--- src/rtl/sssp_ro_resp_unroller.sv ---
// rtl/sssp_ro_resp_unroller.sv - tags RO read requests, issues AXI AR, unrolls R beats into subtasks
package sssp_ro_pkg;
    typedef struct packed {
        logic [31:0] ts;
        logic [15:0] locale;
        logic [15:0] args;
    } task_t;
    typedef logic [2:0]  subtype_t;
    typedef logic [7:0]  cq_slice_slot_t;
    typedef logic [63:0] data_t;
    typedef logic [7:0]  byte_t;
endpackage

module sssp_ro_resp_unroller
    import sssp_ro_pkg::*;
#(
    parameter int N_TAGS  = 8,
    parameter int TILE_ID = 0
) (
    input  logic                        clk,
    input  logic                        rstn,
    input  logic                        req_valid,
    output logic                        req_ready,
    input  logic [31:0]                 req_araddr,
    input  logic [7:0]                  req_arlen,
    input  logic [2:0]                  req_arsize,
    input  task_t                       req_task,
    input  subtype_t                    req_subtype,
    input  logic                        req_mark_last,
    input  cq_slice_slot_t              req_cq_slot,
    output logic                        m_arvalid,
    input  logic                        m_arready,
    output logic [31:0]                 m_araddr,
    output logic [7:0]                  m_arlen,
    output logic [2:0]                  m_arsize,
    output logic [$clog2(N_TAGS)-1:0]   m_arid,
    input  logic                        m_rvalid,
    output logic                        m_rready,
    input  logic [$clog2(N_TAGS)-1:0]   m_rid,
    input  logic [63:0]                 m_rdata,
    input  logic                        m_rlast,
    output logic                        out_valid,
    input  logic                        out_ready,
    output task_t                       out_task,
    output data_t                       out_data,
    output byte_t                       out_word_id,
    output subtype_t                    out_subtype,
    output cq_slice_slot_t              out_cq_slot,
    output logic                        out_last,
    output logic                        err_unalloc,
    output logic [$clog2(N_TAGS):0]     outstanding
);
    localparam int TW = $clog2(N_TAGS);

    // Out-of-range configurations elaborate this empty marker scope for easy spotting.
    if (N_TAGS < 2 || N_TAGS > 16 || (N_TAGS & (N_TAGS - 1)) != 0 || TILE_ID < 0) begin : g_bad_param
    end

    logic                   active;
    logic [N_TAGS-1:0]      free_mask;
    task_t                  ctx_task    [N_TAGS];
    subtype_t               ctx_subtype [N_TAGS];
    logic                   ctx_last    [N_TAGS];
    cq_slice_slot_t         ctx_cq      [N_TAGS];
    byte_t                  beat_cnt    [N_TAGS];
    logic [TW-1:0]          alloc_tag;
    logic                   alloc_fire;
    logic                   beat_fire;
    logic                   beat_hit;

    always_comb begin
        alloc_tag = '0;
        for (int i = N_TAGS - 1; i >= 0; i--) begin
            if (free_mask[i]) alloc_tag = TW'(i);
        end
    end

    always_comb begin
        outstanding = '0;
        for (int i = 0; i < N_TAGS; i++) begin
            outstanding = outstanding + {{TW{1'b0}}, ~free_mask[i]};
        end
    end

    // active gates both ready signals so nothing is taken during or on the edge leaving reset
    assign req_ready  = active & (|free_mask) & (!m_arvalid | m_arready);
    assign m_rready   = active & (!out_valid | out_ready);
    assign alloc_fire = req_valid & req_ready;
    assign beat_fire  = m_rvalid & m_rready;
    assign beat_hit   = beat_fire & !free_mask[m_rid];

    always_ff @(posedge clk) begin
        if (alloc_fire) begin
            ctx_task[alloc_tag]    <= req_task;
            ctx_subtype[alloc_tag] <= req_subtype;
            ctx_last[alloc_tag]    <= req_mark_last;
            ctx_cq[alloc_tag]      <= req_cq_slot;
        end
    end

    always_ff @(posedge clk or negedge rstn) begin
        if (!rstn) begin
            active      <= 1'b0;
            free_mask   <= '1;
            err_unalloc <= 1'b0;
            m_arvalid   <= 1'b0;
            m_araddr    <= '0;
            m_arlen     <= '0;
            m_arsize    <= '0;
            m_arid      <= '0;
            out_valid   <= 1'b0;
            out_task    <= '0;
            out_data    <= '0;
            out_word_id <= '0;
            out_subtype <= '0;
            out_cq_slot <= '0;
            out_last    <= 1'b0;
            for (int i = 0; i < N_TAGS; i++) beat_cnt[i] <= '0;
        end else begin
            active <= 1'b1;
            if (alloc_fire) begin
                free_mask[alloc_tag] <= 1'b0;
                beat_cnt[alloc_tag]  <= '0;
                m_arvalid            <= 1'b1;
                m_araddr             <= req_araddr;
                m_arlen              <= req_arlen;
                m_arsize             <= req_arsize;
                m_arid               <= alloc_tag;
            end else if (m_arready) begin
                m_arvalid <= 1'b0;
            end
            // A freed tag can never be the one allocated in the same cycle.
            if (beat_hit) begin
                beat_cnt[m_rid] <= beat_cnt[m_rid] + 8'd1;
                if (m_rlast) free_mask[m_rid] <= 1'b1;
            end
            if (beat_fire && free_mask[m_rid]) err_unalloc <= 1'b1;
            if (beat_hit) begin
                out_valid   <= 1'b1;
                out_task    <= ctx_task[m_rid];
                out_data    <= m_rdata;
                out_word_id <= beat_cnt[m_rid];
                out_subtype <= ctx_subtype[m_rid];
                out_cq_slot <= ctx_cq[m_rid];
                out_last    <= ctx_last[m_rid] & m_rlast;
            end else if (out_ready) begin
                out_valid <= 1'b0;
            end
        end
    end

`ifdef XILINX_SIMULATOR
    logic [31:0] sim_cycle;
    always_ff @(posedge clk or negedge rstn) begin
        if (!rstn) sim_cycle <= '0;
        else       sim_cycle <= sim_cycle + 32'd1;
    end
    always_ff @(posedge clk) begin
        if (out_valid && out_ready)
            $display("[%0d] tile %0d ro_resp cq=%0d ts=%0d locale=%0d word=%0d data=%h",
                     sim_cycle, TILE_ID, out_cq_slot, out_task.ts, out_task.locale, out_word_id, out_data);
    end
`endif
endmodule

--- config.mk ---
export PLATFORM = sky130hd
export DESIGN_NAME = sssp_ro_resp_unroller
export DESIGN_NICKNAME = d
export VERILOG_FILES = /design/src/rtl/sssp_ro_resp_unroller.sv
export SDC_FILE = /design/constraint.sdc
export NUM_CORES = 1
export LEC_CHECK = 0
export ABC_AREA = 1
export CAP_MARGIN = 15
export CORE_UTILIZATION = 51
export CTS_CLUSTER_SIZE = 8
export DETAILED_ROUTE_END_ITERATION = 12
export PLACE_DENSITY = 0.82
export SETUP_SLACK_MARGIN = 0.3
export SYNTH_ARGS = -nofsm -noshare
export SYNTH_HDL_FRONTEND = slang
export SYNTH_SLANG_ARGS = --single-unit
--- constraint.sdc ---
create_clock -name clk -period 6.6 [get_ports clk]
set_input_delay 1.65 -clock clk [delete_from_list [all_inputs] [get_ports clk]]
set_output_delay 1.65 -clock clk [all_outputs]
set_load 0.005 [all_outputs]
==> parameters.txt, run 1 <==
Parameter                              Value

Status
  Status ... finished clean

Placed design
  GP Congestion ... 0.9217
  Placement Setup Slack ... 1.610 ns
  Count of buffers inserted at the top-level ports ... 395
  Half-perimeter wire length after placement ... approximately 50000 microns
  Area of placed instances ... 0.03848 sq mm

Die
  Die X-Extent ... 259.1 microns
  Die area ... 0.06715 sq mm
  Area of the core ... 0.06493 sq mm
  Height of the die ... 259.1 microns
  Num ports ... about 400
  Number of core rows ... 93
  Effective utilization at floorplan ... 0.5194

Clock tree
  Buffer count from post-CTS setup fixing ... 0
  Clock tree sinks ... 878
  Number of buffers added to fix hold violations after cts ... 0
  Clock latency of the later-clocked register in the worst-skew pair ... 0.68 ns
  Count of cells resized by post-cts repair ... 0
  Clock tree from TritonCTS ... yes
  Number of buffers on the longest clock path ... 3
  Cell chosen for the clock root ... sky130_fd_sc_hd__clkbuf_16
  Clock-pin slew reported for the worst setup and hold paths after clock tree synthesis ... about 0.05 ns
  Clock buffers created by TritonCTS ... between 100 and 150
  CTS H-tree depth ... 3

STA
  Peak Freq ... 177.0 MHz
  Tcrit/Tclk final ... 0.8560
  Maximum clock skew at final layout ... 0.02892 ns
  Final Critical Period ... 5.650 ns
  PnR worst setup slack ... approximately 0.95 ns
  Unrepaired setup endpoints after global routing ... no
  Endpoints failing setup ... 0
  Accumulated negative setup slack ... 0 ns
  Max-slew violation count ... 0
  Number of failing hold endpoints at the final stage ... 0
  Transition at the pin with the smallest max-transition slack ... 1.114 ns
  Worst slew slack as a fraction of its limit ... 0.2570

Cells and area
  Fraction of layout instances using a drive strength above 1 ... 0.06878
  Syn-to-layout area delta ... 24.40%
  Area of all placed cells without fillers ... 0.04195 sq mm
  Number of nets in the layout ... ~3400
  Final design utilization ... 0.6461

Logic synthesis
  Count of flip-flops with a built-in enable after synthesis ... 608
  Fraction of registers with async set or reset after synthesis ... 0.3075
  Most used flip-flop cell after synthesis ... sky130_fd_sc_hd__edfxtp_1
  Number of instances in the synthesized netlist ... 2755
  Yosys warns ... 0
  Netlist area before placement ... 0.03372 sq mm
  Post-Syn Area per Cell ... 12.24 sq um
  Sequential element share of the synthesized area ... 0.7421
  Number of different library cells in the post-synthesis netlist ... a little under 50
  Number of synthesized register bits ... 878
  Synth Net Count ... 2957

GRT
  Global-route wire length before repair ... 134500 microns
  Vias in the first global route ... 23270
  Number of antenna violations at the first check in global routing ... 11
  Overflow after GRT ... 0
  GRT Resource Usage Total ... 0.2645
  Largest net degree at the start of global routing ... 164

Critical path
  Most prevalent standard cell on the critical path ... sky130_fd_sc_hd__fa_1
  Critical Path, Cell by Cell ... fa_1 > fa_1 > inv_1 > fa_1 > ha_1 > fa_1 > xor2_1 > clkdlybuf4s50_1
  Worst-path cell with the longest stage delay ... sky130_fd_sc_hd__dfstp_2
  Worst flop-to-flop path endpoint ... ctx_task[6][55]$_DFFE_PP_
  Arrival time reported for the critical path endpoint ... about 4 ns
  Kind of end point of the critical path ... primary output
  Cell count of the worst reg-to-reg path ... 9
  Required time of the critical path ... 4.95 ns
  Startpoint of the worst register-to-register path ... free_mask[0]$_DFF_PN1_
  Slowest stage delay, CP ... 0.56 ns
  Startpoint types ... flop
  Worst setup slack for register-to-register paths ... 3.01 ns
  Setup Crit Path Kind ... flop to primary output
  Maximum fanout along the worst path ... 4

Detailed routing
  Routed vias ... 22970
  Number of nets still failing antenna checks after routing ... 0
  Final routed wire length divided by cell count ... 21.43 microns
  Per-cell via count in the routed design ... 5.541
  Total Routed Length ... just under 90000 microns
  Number of detailed-route iterations in the first pass ... 6
  Iteration-0 DRC count of the detailed router ... 2616
  Total DRC errors in the routed layout ... 0

Power
  LEAKAGE ... roughly 17 nW
  Worst-case vdd ir drop ... 0.2446 mV
  Ratio of total power to cell area ... 376.0 mW/mm^2
  Final Total Pwr ... approximately 16 mW

Worst hold path
  Type of the most critical hold path ... flop to flop
  Worst hold path stage count ... 1
  Hold Crit Endpoint ... err_unalloc$_DFFE_PN0P_
  Hold path start ... err_unalloc$_DFFE_PN0P_

Flow run
  Max-cap violations ... 0
## final cells by class
cell class / count / area (sq um)
clock buffers: 215 / 3381
fillers: 4593 / 22980
inverters: 103 / 402.9
diodes: 4 / 10.01
well taps: 855 / 1070
repair buffers: 431 / 4317
clock inverters: 4 / 75.07
multi-input cells: 1655 / 7671
flip-flops and latches: 878 / 25020
## registers in the layout, indices dropped and copies added (netlist names), 3 cells and up
name         count
out_cq_slot      8
out_word_id      8
ctx_last         8
ctx_subtype     24
beat_cnt        64
free_mask        8
out_task        64
m_arsize         3
m_arlen          8
m_arid           3
ctx_cq          64
out_subtype      3
ctx_task       512
m_araddr        32
out_data        64
## through the flow
step                std cells  hold WS [ns]
floorplan                2755        0.4510
global placement         3922        0.4440
detailed placement       3922        0.4556
CTS                      4141        0.4674
global route             4142        0.4900
finish                   4145        0.4608
## report_power, final
part | switching [mW] | internal (mW)
Combinational | 1.53 | 1.42
Clock | 2.21 | 3.44
Sequential | 0.374 | 6.81
## worst max-delay path, delay by kind of cell, from the launching register on
family                   cells  cell delay (ns)
adder cells (fa/ha/maj)      5             2.05
buffers and inverters        2             0.57
flip-flops                   1             0.56
XOR/XNOR                     1             0.15
## how the worst max path moves through the flow
stage	slack (ns)	depth (start not counted)	start	end
after detailed placement	1.61	9	m_arready	ctx_task[1][61]$_DFFE_PP_
after global placement	1.65	8	free_mask[1]$_DFF_PN1_	outstanding[2]
final	0.95	8	free_mask[1]$_DFF_PN1_	outstanding[2]
after CTS	0.90	8	free_mask[1]$_DFF_PN1_	outstanding[2]
after global routing	0.82	8	free_mask[0]$_DFF_PN1_	outstanding[2]
after floorplan	0.47	7	m_arready	beat_cnt[35]$_DFF_PN0_
## per-layer routing
layer | vias to the layer above | GRT usage | wire, microns
li1 | 10400 | - | -
met1 | 11230 | 0.3426 | 34630
met2 | 1129 | 0.4381 | 43420
met3 | 196 | 0.05809 | 8146
met4 | 16 | 0.1000 | 2546
met5 | - | 0 | 86
## cells in the mapped netlist, types with 28 or more instances
cell type	number	area [sq um]
sky130_fd_sc_hd__dfrtp_1	262	6556
sky130_fd_sc_hd__a22o_1	28	245.2
sky130_fd_sc_hd__nor2_1	33	123.9
sky130_fd_sc_hd__a221oi_1	82	718.2
sky130_fd_sc_hd__a22oi_1	43	322.8
sky130_fd_sc_hd__edfxtp_1	608	18260
sky130_fd_sc_hd__buf_2	48	240.2
sky130_fd_sc_hd__o21ai_0	44	220.2
sky130_fd_sc_hd__inv_1	95	356.6
sky130_fd_sc_hd__nand3_1	119	595.6
sky130_fd_sc_hd__nand2_1	1164	4369
sky130_fd_sc_hd__clkbuf_1	38	142.6
## logic make-up (layout without fill, tap and decap cells)
logic type | after synthesis | count (layout) | share of synthesized area
AOI/OAI and AO/OA | 253 | 253 | 0.05462
xor gates and xnor gates | 2 | 2 | 0.0007422
adders and majority gates | 9 | 9 | 0.004230
DFF | 878 | 878 | 0.7421
other | 1 | 5 | 0.0001112
and+or+nand+nor | 1390 | 1390 | 0.1669
buffers and inverters | 222 | 753 | 0.03135
## placed cells by master (no fill, tap or decap), types with 23 or more instances in the layout
| master | Yosys | layout |
|---|---|---|
| sky130_fd_sc_hd__a21oi_1 | 23 | 23 |
| sky130_fd_sc_hd__a221oi_1 | 82 | 82 |
| sky130_fd_sc_hd__a22o_1 | 28 | 28 |
| sky130_fd_sc_hd__a22oi_1 | 43 | 43 |
| sky130_fd_sc_hd__buf_4 | 13 | 29 |
| sky130_fd_sc_hd__clkbuf_1 | 38 | 94 |
| sky130_fd_sc_hd__clkbuf_16 | 0 | 121 |
| sky130_fd_sc_hd__clkdlybuf4s50_1 | 0 | 394 |
| sky130_fd_sc_hd__dfrtp_1 | 262 | 262 |
| sky130_fd_sc_hd__edfxtp_1 | 608 | 608 |
| sky130_fd_sc_hd__inv_1 | 95 | 85 |
| sky130_fd_sc_hd__nand2_1 | 1164 | 1164 |
| sky130_fd_sc_hd__nand3_1 | 119 | 119 |
| sky130_fd_sc_hd__nor2_1 | 33 | 32 |
| sky130_fd_sc_hd__o21ai_0 | 44 | 44 |
(Power assumes the default switching activity.)
==> run 2, diff against run 1 <==
Settings changed: ABC_AREA 1 to 0, GPL_ROUTABILITY_DRIVEN set to 0.
==> run 2 against run 1 <==
Clock skew increased by 0.012 ns; combinational power rose by 6%; highest routed layer unchanged; via count down 12%; flip-flop and latch count did not move.
==> parameters.txt, run 2 <==
Parameter                              Value

Flow run
  Max-cap violations ... 0

Logic synthesis
  Most numerous cell in the Yosys netlist ... sky130_fd_sc_hd__edfxtp_1
  Synth Net Count ... approximately 2200
  Most used flip-flop cell after synthesis ... sky130_fd_sc_hd__edfxtp_1
  Number of different library cells in the post-synthesis netlist ... 57
  Cell type with the largest total area after synthesis ... sky130_fd_sc_hd__edfxtp_1
  Number of synthesized register bits ... 878
  Post-Syn Area per Cell ... 16.55 sq um
  Yosys warns ... 0
  Netlist area before placement ... 0.03249 sq mm
  Fraction of registers with async set or reset after synthesis ... 0.3075
  Count of flip-flops with a built-in enable after synthesis ... 608
  Number of instances in the synthesized netlist ... 1963
  Cells taking the most area after synthesis ... sky130_fd_sc_hd__edfxtp_1, sky130_fd_sc_hd__dfrtp_1, sky130_fd_sc_hd__a22o_1
  Sequential element share of the synthesized area ... 0.7701
  Share of the synthesized area in the top cell type ... 0.5619
  Most frequent cells after synthesis ... sky130_fd_sc_hd__edfxtp_1, sky130_fd_sc_hd__dfrtp_1, sky130_fd_sc_hd__a22o_1

Die
  Die area ... 0.06472 sq mm
  Number of core rows ... 92
  Height of the die ... 254.4 microns
  Effective utilization at floorplan ... 0.5160
  Num ports ... 396
  Area of the core ... 0.06297 sq mm
  Die X-Extent ... between 200 and 300 microns

Detailed routing
  Final routed wire length divided by cell count ... 25.20 microns
  Number of detailed-route iterations in the first pass ... 6
  Total Routed Length ... 84400 microns
  Total DRC errors in the routed layout ... 0
  Routed vias ... 20290
  Iteration-0 DRC count of the detailed router ... 2199
  Per-cell via count in the routed design ... 6.057
  Number of nets still failing antenna checks after routing ... 0

STA
  Maximum clock skew at final layout ... 0.04092 ns
  Worst slew slack as a fraction of its limit ... 0.2670
  Max-slew violation count ... 0
  Transition at the pin with the smallest max-transition slack ... 1.097 ns
  PnR worst setup slack ... 0.8355 ns
  Tcrit/Tclk final ... 0.8734
  Endpoints failing setup ... 0
  Number of failing hold endpoints at the final stage ... 0
  Unrepaired setup endpoints after global routing ... no
  Final Critical Period ... 5.765 ns
  Peak Freq ... 173.5 MHz

GRT
  Overflow after GRT ... 0
  Largest net degree at the start of global routing ... 117
  Vias in the first global route ... 20780
  GRT Resource Usage Total ... 0.2592
  Number of antenna violations at the first check in global routing ... 15
  Global-route wire length before repair ... 124900 microns

Power
  Ratio of total power to cell area ... between 300 and 400 mW/mm^2
  LEAKAGE ... 14.74 nW
  Final Total Pwr ... 16.10 mW
  Worst-case vdd ir drop ... 0.2681 mV

Cells and area
  Area of all placed cells without fillers ... 0.04102 sq mm
  Syn-to-layout area delta ... 26.23%
  Number of nets in the layout ... 2598
  Register ranked first by flip-flop count ... ctx_task
  Leading cell type in the layout, fill and taps excluded ... sky130_fd_sc_hd__edfxtp_1
  Most frequent cells in the layout ... sky130_fd_sc_hd__edfxtp_1, sky130_fd_sc_hd__clkdlybuf4s50_1, sky130_fd_sc_hd__dfrtp_1
  Fraction of layout instances using a drive strength above 1 ... 0.1103
  Final design utilization ... 0.6514
  Max FFs per register ... ~500

Critical path
  Setup Crit Path Kind ... flop to primary output
  Critical Path, Cell by Cell ... fa_1 > fa_1 > inv_1 > fa_1 > ha_1 > fa_1 > xor2_1 > clkdlybuf4s50_1
  Slowest stage delay, CP ... 0.61 ns
  Worst-path cell with the longest stage delay ... sky130_fd_sc_hd__dfstp_2
  Startpoint types ... flop
  Required time of the critical path ... 4.95 ns
  Largest delay contributor family on the critical path ... adder cells
  Arrival time reported for the critical path endpoint ... 4.11 ns
  Total buffers and inverters traversed by the critical path ... 2
  Kind of end point of the critical path ... primary output
  Maximum fanout along the worst path ... 8
  Most prevalent standard cell on the critical path ... sky130_fd_sc_hd__fa_1

Clock tree
  Count of cells resized by post-cts repair ... 0
  Clock-pin slew reported for the worst setup and hold paths after clock tree synthesis ... 0.06 ns
  Buffer count from post-CTS setup fixing ... 0
  Clock tree sinks ... 878
  Clock tree from TritonCTS ... yes
  CTS H-tree depth ... 3
  Cell chosen for the clock root ... sky130_fd_sc_hd__clkbuf_16
  Number of buffers on the longest clock path ... 3
  Number of buffers added to fix hold violations after cts ... 0
  Clock latency of the later-clocked register in the worst-skew pair ... 0.68 ns
  Clock buffers created by TritonCTS ... 119

Placed design
  Count of buffers inserted at the top-level ports ... 395
  Area of placed instances ... 0.03748 sq mm
  Half-perimeter wire length after placement ... 45550 microns
  Placement Setup Slack ... 1.526 ns

Status
  Status ... finished clean

Worst hold path
  Type of the most critical hold path ... flop to flop
-- run 2: changes by cell type after synthesis, moves of 20 or more --
cell and delta:
sky130_fd_sc_hd__buf_2 -23, sky130_fd_sc_hd__inv_1 -80, sky130_fd_sc_hd__nand2_1 -1002, sky130_fd_sc_hd__nand4_1 -21, sky130_fd_sc_hd__mux2_1 +20, sky130_fd_sc_hd__a221oi_1 +62, sky130_fd_sc_hd__nand3_1 -96, sky130_fd_sc_hd__a22o_1 +155
sky130_fd_sc_hd__a31oi_1 +68, sky130_fd_sc_hd__mux2_2 +60, sky130_fd_sc_hd__o21ai_0 -30, sky130_fd_sc_hd__nor2_1 +79, sky130_fd_sc_hd__a22oi_1 -31, sky130_fd_sc_hd__clkbuf_1 +37
-- run 2: final timing paths --
kind | from | endpoint | slack (ns) | cells after the start
setup / recovery | free_mask[1]$_DFF_PN1_ | outstanding[2] | 0.84 | 8
hold / removal | m_arsize[2]$_DFFE_PN0N_ | m_arsize[2]$_DFFE_PN0N_ | 0.47 | 2
setup reg to reg | free_mask[4]$_DFF_PN1_ | beat_cnt[51]$_DFF_PN0_ | 3.35 | 8
hold reg to reg | m_arsize[2]$_DFFE_PN0N_ | m_arsize[2]$_DFFE_PN0N_ | 0.47 | 2
max in group asynchronous | rstn | out_task[22]$_DFFE_PN0P_ | 4.25 | 2
min in group asynchronous | rstn | out_task[16]$_DFFE_PN0P_ | 1.08 | 1
-- run 2: area by class of cell --
class	instances	area (sq um)
flip-flops and latches	878	25020
multi-input cells	951	7007
repair buffers	431	4359
clock inverters	5	118.9
well taps	846	1059
diodes	10	25.02
clock buffers	213	3362
inverters	15	61.31
fillers	4266	21950
-- run 2: logic make-up after synthesis --
logic type | synth area share
flip-flops | 0.7701
AND/OR/NAND/NOR | 0.04478
XOR/XNOR | 0.002388
AO/OA/AOI/OAI | 0.1163
buffers and inverters | 0.01729
other | 0.0001154
multiplexers | 0.04459
adder cells (fa/ha/maj) | 0.004390
-- run 2: per-layer routing --
metal / GRT usage / vias to the layer above / wire length [microns]
met5: 0 / - / 122
met4: 0.1015 / 18 / 2341
met2: 0.4163 / 1070 / 41500
met1: 0.3373 / 10320 / 32260
met3: 0.07022 / 202 / 8173
li1: - / 8673 / -
-- run 2: power by group --
part	internal (mW)	total [mW]	switching, mW	leakage, nW
combinational	1.67	3.14	1.47	4.34
sequential	6.83	7.30	0.473	8.76
clock	3.40	5.65	2.25	1.64
-- run 2: through the flow --
step	hold slack [ns]	instances	TNS, ns
5_1_grt	0.4854	3344	0
3_5_place_dp	0.4613	3120	0
2_1_floorplan	0.4590	1963	-519.95
3_3_place_gp	0.4562	3120	0
4_1_cts	0.4748	3338	0
6_report	0.4678	3349	0
-- run 2: worst reg2reg max path, delay by kind of cell (launching register included) --
family,cells,cell delay [ns]
AOI/OAI and AO/OA,2,0.48
DFF,1,0.39
and+or+nand+nor,4,1.51
buffers and inverters,2,0.78
==> run 3, diff against run 2 <==
Settings changed: TNS_END_PERCENT set to 100.
Clock period 6.6 ns to 7.25 ns, I/O delays scaled along.
==> run 3 against run 2 <==
Clock-buffer cell count is 3 higher; final cell count is 0.18% lower; non-clock buffer count is 4 lower; combinational power is 8.6% lower; register-to-register slack better by 0.19 ns; first-iteration DRC count is 17% lower; clock skew is 0.0039 ns higher; design area is 0.16% lower; die area stayed put; via count is 0.23% lower; critical endpoint unchanged; largest cell class unchanged.
==> parameters.txt, run 3 (same netlist as run 2, synthesis figures left out) <==
Parameter                              Value

Cells and area
  Leading cell type in the layout, fill and taps excluded ... sky130_fd_sc_hd__edfxtp_1
  Register ranked first by flip-flop count ... ctx_task
  Final Instance Count excl. Fillers ... approximately 3300
  Syn-to-layout area delta ... 26.02%
  Fillcell total ... 4247
  Fraction of layout instances using a drive strength above 1 ... 0.1092
  Max FFs per register ... slightly above 500
  Most frequent cells in the layout ... sky130_fd_sc_hd__edfxtp_1, sky130_fd_sc_hd__clkdlybuf4s50_1, sky130_fd_sc_hd__dfrtp_1
  Number of nets in the layout ... 2594
  Final design utilization ... 0.6503

GRT
  Number of antenna violations at the first check in global routing ... 17
  Global-route wire length before repair ... about 120000 microns
  M1 GR Usage ... 0.3269
  GRT Resource Usage Total ... 0.2593
  Vias in the first global route ... 20750
  Global routing usage on met3 ... 0.07063
  Largest net degree at the start of global routing ... 112
  Met2 routing resource usage after global routing ... 0.4338
  Highest-utilization routing layer at the global route stage ... met2
  Overflow after GRT ... 0

Die
  Die X-Extent ... around 250 microns
  Number of core rows ... 92
  Die area ... roughly 0.065 sq mm
  Effective utilization at floorplan ... 0.5160
  Area of the core ... 0.06297 sq mm
  Height of the die ... 254.4 microns
  Num ports ... 396

STA
  Final Critical Period ... about 6 ns
  Endpoints failing setup ... 0
  Worst slew slack as a fraction of its limit ... 0.2272
  Number of failing hold endpoints at the final stage ... 0
  PnR worst setup slack ... ~1.4 ns
  Peak Freq ... 169.8 MHz
  Transition at the pin with the smallest max-transition slack ... 1.157 ns
  Max-slew violation count ... 0
  Maximum clock skew at final layout ... between 0.04 and 0.05 ns
  Unrepaired setup endpoints after global routing ... no
  Tcrit/Tclk final ... 0.8121

Clock tree
  Number of buffers on the longest clock path ... 3
  Clock buffers created by TritonCTS ... 119
  CTS H-tree depth ... 3
  Cell chosen for the clock root ... sky130_fd_sc_hd__clkbuf_16
  Clock tree from TritonCTS ... yes
  Number of buffers added to fix hold violations after cts ... 0
  Clock-pin slew reported for the worst setup and hold paths after clock tree synthesis ... roughly 0.05 ns
  Count of cells resized by post-cts repair ... 0
  Clock tree sinks ... 878
  Buffer count from post-CTS setup fixing ... 0
  Clock latency of the later-clocked register in the worst-skew pair ... 0.68 ns

Critical path
  Worst setup slack for register-to-register paths ... 3.54 ns
  Cell count of the worst reg-to-reg path ... 8
  Startpoint types ... flop
  Worst flop-to-flop path endpoint ... beat_cnt[62]$_DFF_PN0_
  Kind of end point of the critical path ... primary output
  Startpoint of the worst register-to-register path ... free_mask[7]$_DFF_PN1_
  Required time of the critical path ... 5.44 ns
  Arrival time reported for the critical path endpoint ... between 4 and 5 ns
  Maximum fanout along the worst path ... 8
  Setup Crit Path Kind ... flop to primary output

Placed design
  Placed cell count ... 3117
  Placement Setup Slack ... 1.999 ns
  Count of buffers inserted at the top-level ports ... 395
  Half-perimeter wire length after placement ... 45400 microns

Worst hold path
  Hold path start ... m_araddr[21]$_DFFE_PN0N_
  Worst hold path stage count ... 2
  Hold Crit Endpoint ... m_araddr[21]$_DFFE_PN0N_
  Type of the most critical hold path ... flop to flop

Detailed routing
  Per-cell via count in the routed design ... 6.054
  Total Routed Length ... 84290 microns
  Iteration-0 DRC count of the detailed router ... 1821
  Number of detailed-route iterations in the first pass ... 5
  Final routed wire length divided by cell count ... 25.21 microns
  Number of nets still failing antenna checks after routing ... 0
  Total DRC errors in the routed layout ... 0
  Routed vias ... 20240

Power
  Worst-case vdd ir drop ... roughly 0.30 mV
  LEAKAGE ... 14.72 nW
  Final Total Pwr ... 14.68 mW
  Ratio of total power to cell area ... 358.5 mW/mm^2

Status
  Status ... finished clean

Flow run
  Max-cap violations ... 0
## run 3: power by group
group | switching [mW] | internal [mW] | total [mW]
clock network | 2.03 | 3.14 | 5.17
logic | 1.36 | 1.51 | 2.87
registers | 0.418 | 6.22 | 6.64
## run 3: how the worst max path moves through the flow
stage / startpoint / end / slack [ns] / cells after the start
final: free_mask[1]$_DFF_PN1_ / outstanding[2] / 1.36 / 8
after global routing: free_mask[0]$_DFF_PN1_ / outstanding[2] / 1.23 / 8
after CTS: free_mask[1]$_DFF_PN1_ / outstanding[2] / 1.30 / 8
after detailed placement: free_mask[0]$_DFF_PN1_ / outstanding[2] / 2.00 / 8
after global placement: free_mask[1]$_DFF_PN1_ / outstanding[2] / 2.02 / 8
after floorplan: m_arready / beat_cnt[24]$_DFF_PN0_ / -1.85 / 6
## run 3: layer usage
metal	share of wire	vias up
met3	0.098	190
li1	-	8661
met2	0.50	1088
met4	0.024	26
met1	0.37	10270
met5	0.0021	-
## run 3: cell type report
type	instances	area, sq um	share of cell area
timing repair buffer	427	4247	0.1037
tap	846	1059	0.02585
antenna	6	15.01	0.0003667
clock inverter	4	120.1	0.002933
inverter	15	61.31	0.001497
multi-input combinational	951	7007	0.1711
sequential	878	25020	0.6111
clock buffer	216	3416	0.08342
## run 3: worst max-delay path: stages, from the launching register on
cell                              delay [ns]
sky130_fd_sc_hd__dfstp_2                0.60
sky130_fd_sc_hd__fa_1                   0.47
sky130_fd_sc_hd__fa_1                   0.50
sky130_fd_sc_hd__inv_1                  0.05
sky130_fd_sc_hd__fa_1                   0.44
sky130_fd_sc_hd__ha_1                   0.23
sky130_fd_sc_hd__fa_1                   0.43
sky130_fd_sc_hd__xor2_1                 0.16
sky130_fd_sc_hd__clkdlybuf4s50_1        0.55
## run 3: per-stage QoR
stage	TNS [ns]	hold WS [ns]	cell area, sq um
floorplan	-354.69	0.4590	32500
global placement	0	0.4569	37400
detailed placement	0	0.4614	37400
CTS	0	0.4746	40930
global route	0	0.4911	40940
finish	0	0.4693	40950
